### config.mk
export PLATFORM = sky130hd
export DESIGN_NAME = rotation_engine
export DESIGN_NICKNAME = d
export VERILOG_FILES = /design/src/rtl/rotation_pkg.sv /design/src/rtl/rotation_regs.sv /design/src/rtl/rotation_engine.sv
export SDC_FILE = /design/constraint.sdc
export NUM_CORES = 2
export LEC_CHECK = 0
export BUFFER_PORTS_ARGS = -buffer_cell sky130_fd_sc_hd__buf_2
export CAP_MARGIN = 25
export CORE_ASPECT_RATIO = 1.1
export CORE_UTILIZATION = 39
export DETAILED_ROUTE_END_ITERATION = 10
export SYNTH_ARGS = -nofsm -noshare
export SYNTH_HDL_FRONTEND = slang
export SYNTH_SLANG_ARGS = --single-unit
### constraint.sdc
create_clock -name I_HCLK -period 29.7 [get_ports I_HCLK]
set_clock_uncertainty 0.15 [all_clocks]
set_input_delay 5.94 -clock I_HCLK [delete_from_list [all_inputs] [get_ports I_HCLK]]
set_output_delay 5.94 -clock I_HCLK [all_outputs]
set_load 0.02 [all_outputs]
### src/rtl/rotation_pkg.sv
// Shared definitions for the image-rotation DMA engine: register offsets,
// AHB encodings, FSM state enum, MODE/DIRECTION encodings and the
// quarter-turn helper used by both the register file and the top level.
package rotation_pkg;

    localparam int DIM_W_DEF = 16;

    localparam logic [7:0] REG_SRC        = 8'h00;
    localparam logic [7:0] REG_DST        = 8'h04;
    localparam logic [7:0] REG_HEIGHT     = 8'h08;
    localparam logic [7:0] REG_WIDTH      = 8'h0C;
    localparam logic [7:0] REG_NEW_HEIGHT = 8'h10;
    localparam logic [7:0] REG_NEW_WIDTH  = 8'h14;
    localparam logic [7:0] REG_MODE       = 8'h18;
    localparam logic [7:0] REG_DIRECTION  = 8'h1C;
    localparam logic [7:0] REG_START      = 8'h20;
    localparam logic [7:0] REG_SOFT_RESET = 8'h24;
    localparam logic [7:0] REG_INTR_MASK  = 8'h28;
    localparam logic [7:0] REG_BEF_MASK   = 8'h2C;
    localparam logic [7:0] REG_AFT_MASK   = 8'h30;
    localparam logic [7:0] REG_INTR_CLEAR = 8'h34;

    localparam logic [1:0] HTRANS_IDLE   = 2'd0;
    localparam logic [1:0] HTRANS_NONSEQ = 2'd2;
    localparam logic [2:0] HSIZE_WORD    = 3'd2;
    localparam logic [2:0] HBURST_SINGLE = 3'd0;

    localparam logic [1:0] MODE_0   = 2'd0;
    localparam logic [1:0] MODE_90  = 2'd1;
    localparam logic [1:0] MODE_180 = 2'd2;
    localparam logic [1:0] MODE_270 = 2'd3;
    localparam logic       DIR_CCW  = 1'b0;
    localparam logic       DIR_CW   = 1'b1;

    typedef enum logic [2:0] {
        ST_IDLE,
        ST_REQ,
        ST_RD_ADDR,
        ST_RD_DATA,
        ST_WR_ADDR,
        ST_WR_DATA,
        ST_DONE
    } state_e;

    // Clockwise quarter turns; a ccw rotation of m quarters is (4-m) mod 4 cw,
    // which is simply the 2-bit negation of m.
    function automatic logic [1:0] quarter_turns(input logic [1:0] mode, input logic dir);
        return (dir == DIR_CW) ? mode : (2'd0 - mode);
    endfunction

endpackage

### src/rtl/rotation_regs.sv
// Register file for the rotation engine.
// Ports: clk/rst (sync active-high), APB slave (paddr[7:0], pwdata, psel,
// penable, pwrite, prdata), busy/done_set from the FSM, start/soft_reset
// strobes to the FSM, configuration outputs (src, dst, height, width,
// quarter-turn count k, new_h, new_w) and the masked done interrupt.
module rotation_regs
    import rotation_pkg::*;
#(
    parameter int DIM_W = DIM_W_DEF
) (
    input  logic             clk,
    input  logic             rst,
    input  logic [7:0]       paddr,
    input  logic [31:0]      pwdata,
    input  logic             psel,
    input  logic             penable,
    input  logic             pwrite,
    output logic [31:0]      prdata,
    input  logic             busy,
    input  logic             done_set,
    output logic             start,
    output logic             soft_reset,
    output logic [31:0]      src,
    output logic [31:0]      dst,
    output logic [DIM_W-1:0] height,
    output logic [DIM_W-1:0] width,
    output logic [1:0]       k,
    output logic [DIM_W-1:0] new_h,
    output logic [DIM_W-1:0] new_w,
    output logic             intr
);

    logic [31:0]      src_q, src_d;
    logic [31:0]      dst_q, dst_d;
    logic [DIM_W-1:0] height_q, height_d;
    logic [DIM_W-1:0] width_q, width_d;
    logic [1:0]       mode_q, mode_d;
    logic             dir_q, dir_d;
    logic             mask_q, mask_d;
    logic             status_q, status_d;
    logic             wr_en;
    logic             rd_en;
    logic             clear;

    assign wr_en = psel & penable & pwrite;
    assign rd_en = psel & ~pwrite;

    always_comb begin
        src_d      = src_q;
        dst_d      = dst_q;
        height_d   = height_q;
        width_d    = width_q;
        mode_d     = mode_q;
        dir_d      = dir_q;
        mask_d     = mask_q;
        start      = 1'b0;
        soft_reset = 1'b0;
        clear      = 1'b0;
        if (wr_en) begin
            case (paddr)
                REG_SRC:        src_d      = pwdata;
                REG_DST:        dst_d      = pwdata;
                REG_HEIGHT:     height_d   = pwdata[DIM_W-1:0];
                REG_WIDTH:      width_d    = pwdata[DIM_W-1:0];
                REG_MODE:       mode_d     = pwdata[1:0];
                REG_DIRECTION:  dir_d      = pwdata[0];
                REG_START:      start      = pwdata[0];
                REG_SOFT_RESET: soft_reset = pwdata[0];
                REG_INTR_MASK:  mask_d     = pwdata[0];
                REG_INTR_CLEAR: clear      = pwdata[0];
                default: ;
            endcase
        end
        // A completion in the same cycle as a clear must not be lost.
        status_d = status_q;
        if (done_set) begin
            status_d = 1'b1;
        end else if (clear || soft_reset) begin
            status_d = 1'b0;
        end
    end

    always_ff @(posedge clk) begin
        if (rst) begin
            src_q    <= '0;
            dst_q    <= '0;
            height_q <= '0;
            width_q  <= '0;
            mode_q   <= '0;
            dir_q    <= 1'b0;
            mask_q   <= 1'b0;
            status_q <= 1'b0;
        end else begin
            src_q    <= src_d;
            dst_q    <= dst_d;
            height_q <= height_d;
            width_q  <= width_d;
            mode_q   <= mode_d;
            dir_q    <= dir_d;
            mask_q   <= mask_d;
            status_q <= status_d;
        end
    end

    assign src    = src_q;
    assign dst    = dst_q;
    assign height = height_q;
    assign width  = width_q;
    assign k      = quarter_turns(mode_q, dir_q);
    assign new_h  = k[0] ? width_q : height_q;
    assign new_w  = k[0] ? height_q : width_q;
    assign intr   = status_q & ~mask_q;

    always_comb begin
        prdata = '0;
        if (rd_en) begin
            case (paddr)
                REG_SRC:        prdata = src_q;
                REG_DST:        prdata = dst_q;
                REG_HEIGHT:     prdata = 32'(height_q);
                REG_WIDTH:      prdata = 32'(width_q);
                REG_NEW_HEIGHT: prdata = 32'(new_h);
                REG_NEW_WIDTH:  prdata = 32'(new_w);
                REG_MODE:       prdata = {30'd0, mode_q};
                REG_DIRECTION:  prdata = {31'd0, dir_q};
                REG_START:      prdata = {31'd0, busy};
                REG_INTR_MASK:  prdata = {31'd0, mask_q};
                REG_BEF_MASK:   prdata = {31'd0, status_q};
                REG_AFT_MASK:   prdata = {31'd0, intr};
                default:        prdata = '0;
            endcase
        end
    end

endmodule

### src/rtl/rotation_engine.sv
// Image-rotation DMA engine: copies an HxW raster of 32-bit pixels from SRC
// to DST rotated by k clockwise quarter turns, one single-beat AHB read and
// write per pixel, then raises a maskable done interrupt.
// Ports: I_HCLK / I_HRESET (sync active-high); APB register slave
// (I_REG_*, O_REG_PRDATA); AHB master (I_DMA_*, O_DMA_*); O_INTR_DONE.
//
// state    | meaning
// ---------+------------------------------------------------------------
// IDLE     | waiting for START
// REQ      | raise HBUSREQ ahead of the first transfer
// RD_ADDR  | read address phase, held until granted and ready
// RD_DATA  | read data phase, capture pixel on HREADY
// WR_ADDR  | write address phase to the rotated destination
// WR_DATA  | write data phase, then next pixel or finish
// DONE     | set done status, release the bus
module rotation_engine
    import rotation_pkg::*;
#(
    parameter int DIM_W = DIM_W_DEF
) (
    input  logic        I_HCLK,
    input  logic        I_HRESET,
    input  logic [31:0] I_REG_PADDR,
    input  logic [31:0] I_REG_PWDATA,
    input  logic        I_REG_PSEL,
    input  logic        I_REG_PENABLE,
    input  logic        I_REG_PWRITE,
    output logic [31:0] O_REG_PRDATA,
    input  logic [31:0] I_DMA_HRDATA,
    input  logic        I_DMA_HGRANT,
    input  logic        I_DMA_HREADY,
    output logic [31:0] O_DMA_HADDR,
    output logic [31:0] O_DMA_HWDATA,
    output logic [1:0]  O_DMA_HTRANS,
    output logic [2:0]  O_DMA_HSIZE,
    output logic [2:0]  O_DMA_HBURST,
    output logic        O_DMA_HBUSREQ,
    output logic        O_DMA_HWRITE,
    output logic        O_INTR_DONE
);

    localparam logic [DIM_W-1:0] DIM_ONE = DIM_W'(1);

    state_e           state_q, state_d;
    logic [DIM_W-1:0] row_q, row_d;
    logic [DIM_W-1:0] col_q, col_d;
    logic [31:0]      pixel_q, pixel_d;

    logic [31:0]      src_base, dst_base;
    logic [DIM_W-1:0] height, width, new_h, new_w;
    logic [1:0]       k;
    logic             start, soft_reset, done_set, busy;
    logic [23:0]      unused_paddr_hi;

    logic [DIM_W-1:0] h_m1_r, w_m1_c, dst_row, dst_col;
    logic [31:0]      src_addr, dst_addr;
    logic             last_col, last_row;

    assign unused_paddr_hi = I_REG_PADDR[31:8];
    assign busy = (state_q != ST_IDLE);

    rotation_regs #(.DIM_W(DIM_W)) u_regs (
        .clk        (I_HCLK),
        .rst        (I_HRESET),
        .paddr      (I_REG_PADDR[7:0]),
        .pwdata     (I_REG_PWDATA),
        .psel       (I_REG_PSEL),
        .penable    (I_REG_PENABLE),
        .pwrite     (I_REG_PWRITE),
        .prdata     (O_REG_PRDATA),
        .busy       (busy),
        .done_set   (done_set),
        .start      (start),
        .soft_reset (soft_reset),
        .src        (src_base),
        .dst        (dst_base),
        .height     (height),
        .width      (width),
        .k          (k),
        .new_h      (new_h),
        .new_w      (new_w),
        .intr       (O_INTR_DONE)
    );

    // Source/destination addresses of the current pixel (row_q, col_q).
    always_comb begin
        h_m1_r = height - DIM_ONE - row_q;
        w_m1_c = width - DIM_ONE - col_q;
        case (k)
            2'd1:    begin dst_row = col_q;  dst_col = h_m1_r; end
            2'd2:    begin dst_row = h_m1_r; dst_col = w_m1_c; end
            2'd3:    begin dst_row = w_m1_c; dst_col = row_q;  end
            default: begin dst_row = row_q;  dst_col = col_q;  end
        endcase
        src_addr = src_base + ((32'(row_q) * 32'(width) + 32'(col_q)) << 2);
        dst_addr = dst_base + ((32'(dst_row) * 32'(new_w) + 32'(dst_col)) << 2);
        last_col = (col_q == width - DIM_ONE);
        last_row = (row_q == height - DIM_ONE);
    end

    always_comb begin
        state_d       = state_q;
        row_d         = row_q;
        col_d         = col_q;
        pixel_d       = pixel_q;
        done_set      = 1'b0;
        O_DMA_HBUSREQ = 1'b0;
        O_DMA_HTRANS  = HTRANS_IDLE;
        O_DMA_HWRITE  = 1'b0;
        O_DMA_HADDR   = '0;
        case (state_q)
            ST_IDLE: begin
                if (start) begin
                    row_d   = '0;
                    col_d   = '0;
                    state_d = (height == '0 || width == '0) ? ST_DONE : ST_REQ;
                end
            end
            ST_REQ: begin
                O_DMA_HBUSREQ = 1'b1;
                state_d       = ST_RD_ADDR;
            end
            ST_RD_ADDR: begin
                O_DMA_HBUSREQ = 1'b1;
                O_DMA_HADDR   = src_addr;
                if (I_DMA_HGRANT) begin
                    O_DMA_HTRANS = HTRANS_NONSEQ;
                    if (I_DMA_HREADY) state_d = ST_RD_DATA;
                end
            end
            ST_RD_DATA: begin
                O_DMA_HBUSREQ = 1'b1;
                O_DMA_HADDR   = src_addr;
                if (I_DMA_HREADY) begin
                    pixel_d = I_DMA_HRDATA;
                    state_d = ST_WR_ADDR;
                end
            end
            ST_WR_ADDR: begin
                O_DMA_HBUSREQ = 1'b1;
                O_DMA_HWRITE  = 1'b1;
                O_DMA_HADDR   = dst_addr;
                if (I_DMA_HGRANT) begin
                    O_DMA_HTRANS = HTRANS_NONSEQ;
                    if (I_DMA_HREADY) state_d = ST_WR_DATA;
                end
            end
            ST_WR_DATA: begin
                O_DMA_HBUSREQ = 1'b1;
                O_DMA_HWRITE  = 1'b1;
                O_DMA_HADDR   = dst_addr;
                if (I_DMA_HREADY) begin
                    if (!last_col) begin
                        col_d   = col_q + DIM_ONE;
                        state_d = ST_RD_ADDR;
                    end else if (!last_row) begin
                        col_d   = '0;
                        row_d   = row_q + DIM_ONE;
                        state_d = ST_RD_ADDR;
                    end else begin
                        state_d = ST_DONE;
                    end
                end
            end
            ST_DONE: begin
                done_set = 1'b1;
                state_d  = ST_IDLE;
            end
            default: state_d = ST_IDLE;
        endcase
        // Soft reset aborts mid-transfer and must not leave a stale completion.
        if (soft_reset) begin
            state_d  = ST_IDLE;
            row_d    = '0;
            col_d    = '0;
            done_set = 1'b0;
        end
    end

    always_ff @(posedge I_HCLK) begin
        if (I_HRESET) begin
            state_q <= ST_IDLE;
            row_q   <= '0;
            col_q   <= '0;
            pixel_q <= '0;
        end else begin
            state_q <= state_d;
            row_q   <= row_d;
            col_q   <= col_d;
            pixel_q <= pixel_d;
        end
    end

    assign O_DMA_HWDATA = pixel_q;
    assign O_DMA_HSIZE  = HSIZE_WORD;
    assign O_DMA_HBURST = HBURST_SINGLE;

endmodule

==> metrics.txt <==
status=complete, no violations; Post-synth ARST share=0%; Lkg Pwr=15.2 nW; # DRC=0; Register Area=0.00336 mm2; CTS resizes=0; Die X=269 um; CP Launch Type=flop; Max Slew Vio Count=0; number of synthesized flops with an enable pin=0; R2R depth=15; Yosys top cell area share=27.6%; first-pass detailed-route iteration total=6; Die Y=296 um; clk root buf=clkbuf_16; vias=27500; max_cap viols=0; FF+latch count, synth=168; Max rail drop VDD=0.0000440 V; worst path required time=23.61 ns; IO Port Bufs=178; htree depth=4; crit path DAT=13.74 ns; Starting DRT DRC Count=2135; Post-DP HPWL=84900 um; CTS Hold Bufs=0; Fmax=0.0504 GHz; CP max-delay cell=o311ai_0; Core Area=0.0775 mm2; Max Root-Sink Buffers=2; drt wl/cell=20.9 um; Num Clock Sinks=168; Setup TNS=0 ns; PD cells=14.8 mW/mm2; post-CTS setup buffers=0; most used cell, CP=fa_1; Layout fillers=8035; sequential area share after synthesis=11.0%; Slew @ Worst Pin=1.15 ns; Overflow after GRT=0; hold_ws=0.301 ns; Synth top cells by count=nand2_1 (708), inv_1 (594), fa_1 (422); Max-slew headroom=22.6%; Worst-path clk slew=0.08 ns; Die ar.=0.0795 mm2; Synth Cell Area=0.0306 mm2; critical path type=flop to primary output; clock latency on the worst-skew pair=0.50 ns; Yosys warning total=0; DRT Wirelength=105000 um; initial antenna violation count=17; layout cells sized above 1=8.56%; Placer Congestion=0.977; pre-CTS setup slack=10.49 ns; CTS tree=built; number of global-route vias before repair=27100; GRT Overall Usage=27.3%; Post-Place Cells=4995; global-route wire length before repair=163000 um; Worst Setup Slack, final=9.87 ns; Synth area leaders=fa_1 (28%), ha_1 (12%), dfxtp_1 (11%), nand2_1 (8.7%), inv_1 (7.3%); delay-heaviest family, CP=compound AO/OA/AOI/OAI gates; area of the multi-input gates=0.0243 mm2; # setup viols final=0; hold path depth=2; Area Growth Syn to Fin=8.92%; CP max stage delay=0.84 ns; Finished Layout Cells=5032; # IOs=210; critical path depth=43; Syn Area/Cell=7.85 um2; RSZ-0062 raised after global routing=false; fin crit share=66.8%; Final nets=4787; vias per cell=5.46; Netlist cell types=75; Main synth FF type=dfxtp_1; count leader, synth=nand2_1; Crit Path Max Fanout=15; antenna viol nets, final=0; Hold Crit Class=flop to flop; largest net degree at the start of global routing=87; Crit path buffers/inverters=5; Starting Density=39.4%; post-route core utilization=42.9%; CTS buffer count=17; Cells after Synth=3892; final hold vios=0; Crit. End Element=primary output; Rows=107; minimum clock period=19.83 ns; Yosys top cell by area=fa_1
[layer usage]
metal  vias to the layer above  global-route usage [%]  routed length (um)
li1                      12700                       -                   -
met1                     13500                    35.0               43200
met2                       984                    44.6               48600
met3                       211                    5.29                8190
met4                        20                    11.5                4840
met5                         -                       0                 139
[cell type report]
class | count | share of cell area, %
multi-input cells | 2942 | 73.0
inverters | 595 | 6.71
flip-flops and latches | 168 | 10.1
clock inverters | 15 | 0.530
well taps | 1035 | 3.89
clock buffers | 17 | 1.28
diodes | 4 | 0.0301
repair buffers | 256 | 4.50
[final timing paths]
check	slack [ns]	from	to
max	9.87	u_regs.width[1]$_SDFFE_PP0P_	O_DMA_HADDR[31]
min	0.30	O_DMA_HWDATA[24]$_SDFFE_PP0P_	O_DMA_HWDATA[24]$_SDFFE_PP0P_
max reg2reg	24.23	u_regs.width[1]$_SDFFE_PP0P_	row_q[7]$_SDFFE_PP0P_
min reg2reg	0.30	O_DMA_HWDATA[24]$_SDFFE_PP0P_	O_DMA_HWDATA[24]$_SDFFE_PP0P_
[sequential cells by signal, summed over array words and instances (netlist names)]
signal and cells:
O_DMA_HWDATA 32, u_regs.dst 32, u_regs.src 32, col_q 16, row_q 16, u_regs.height 16, u_regs.width 16, state_q 3
u_regs.mode_q 2, u_regs.dir_q 1, u_regs.mask_q 1, u_regs.status_q 1
[kinds of logic after synthesis]
logic type | share of synthesized area [%]
AOI/OAI and AO/OA | 14.2
xor gates and xnor gates | 5.15
adders and majority gates | 39.2
buffers and inverters | 9.83
DFF | 11.0
muxes | 1.47
other | 0.0246
and+or+nand+nor | 19.1
[tightest hold or removal path, stage by stage (launching register included)]
cell     delay, ns
dfxtp_1       0.31
nand2_1       0.05
a21oi_1       0.05
[report_power, final]
part / switching, mW / internal, mW
clock network: 0.125 / 0.120
registers: 0.000328 / 0.225
logic: 0.0158 / 0.00617
total: 0.141 / 0.352
[per-stage QoR]
| stage | power [mW] | area [um2] |
|---|---|---|
| finish | 0.493 | 33300 |
| global route | 0.505 | 33300 |
| CTS | 0.497 | 33300 |
| detailed placement | 0.252 | 32700 |
| global placement | 0.252 | 32600 |
| floorplan | 0.241 | 30600 |
[cells in the final DEF, fill, tap and decap left out, types with 28 or more instances in the layout]
master | netlist | layout
nand2_1 | 708 | 708
inv_1 | 594 | 594
fa_1 | 422 | 422
ha_1 | 282 | 282
a21oi_1 | 269 | 269
nor2_1 | 252 | 249
buf_2 | 3 | 177
dfxtp_1 | 168 | 167
xnor2_1 | 114 | 113
and2_1 | 108 | 108
o21ai_0 | 88 | 88
buf_4 | 8 | 78
a21o_1 | 70 | 70
xor2_1 | 63 | 63
nor3_1 | 47 | 43
nand3_1 | 42 | 42
a31oi_1 | 28 | 28
Power figures use the tool's default switching activity.
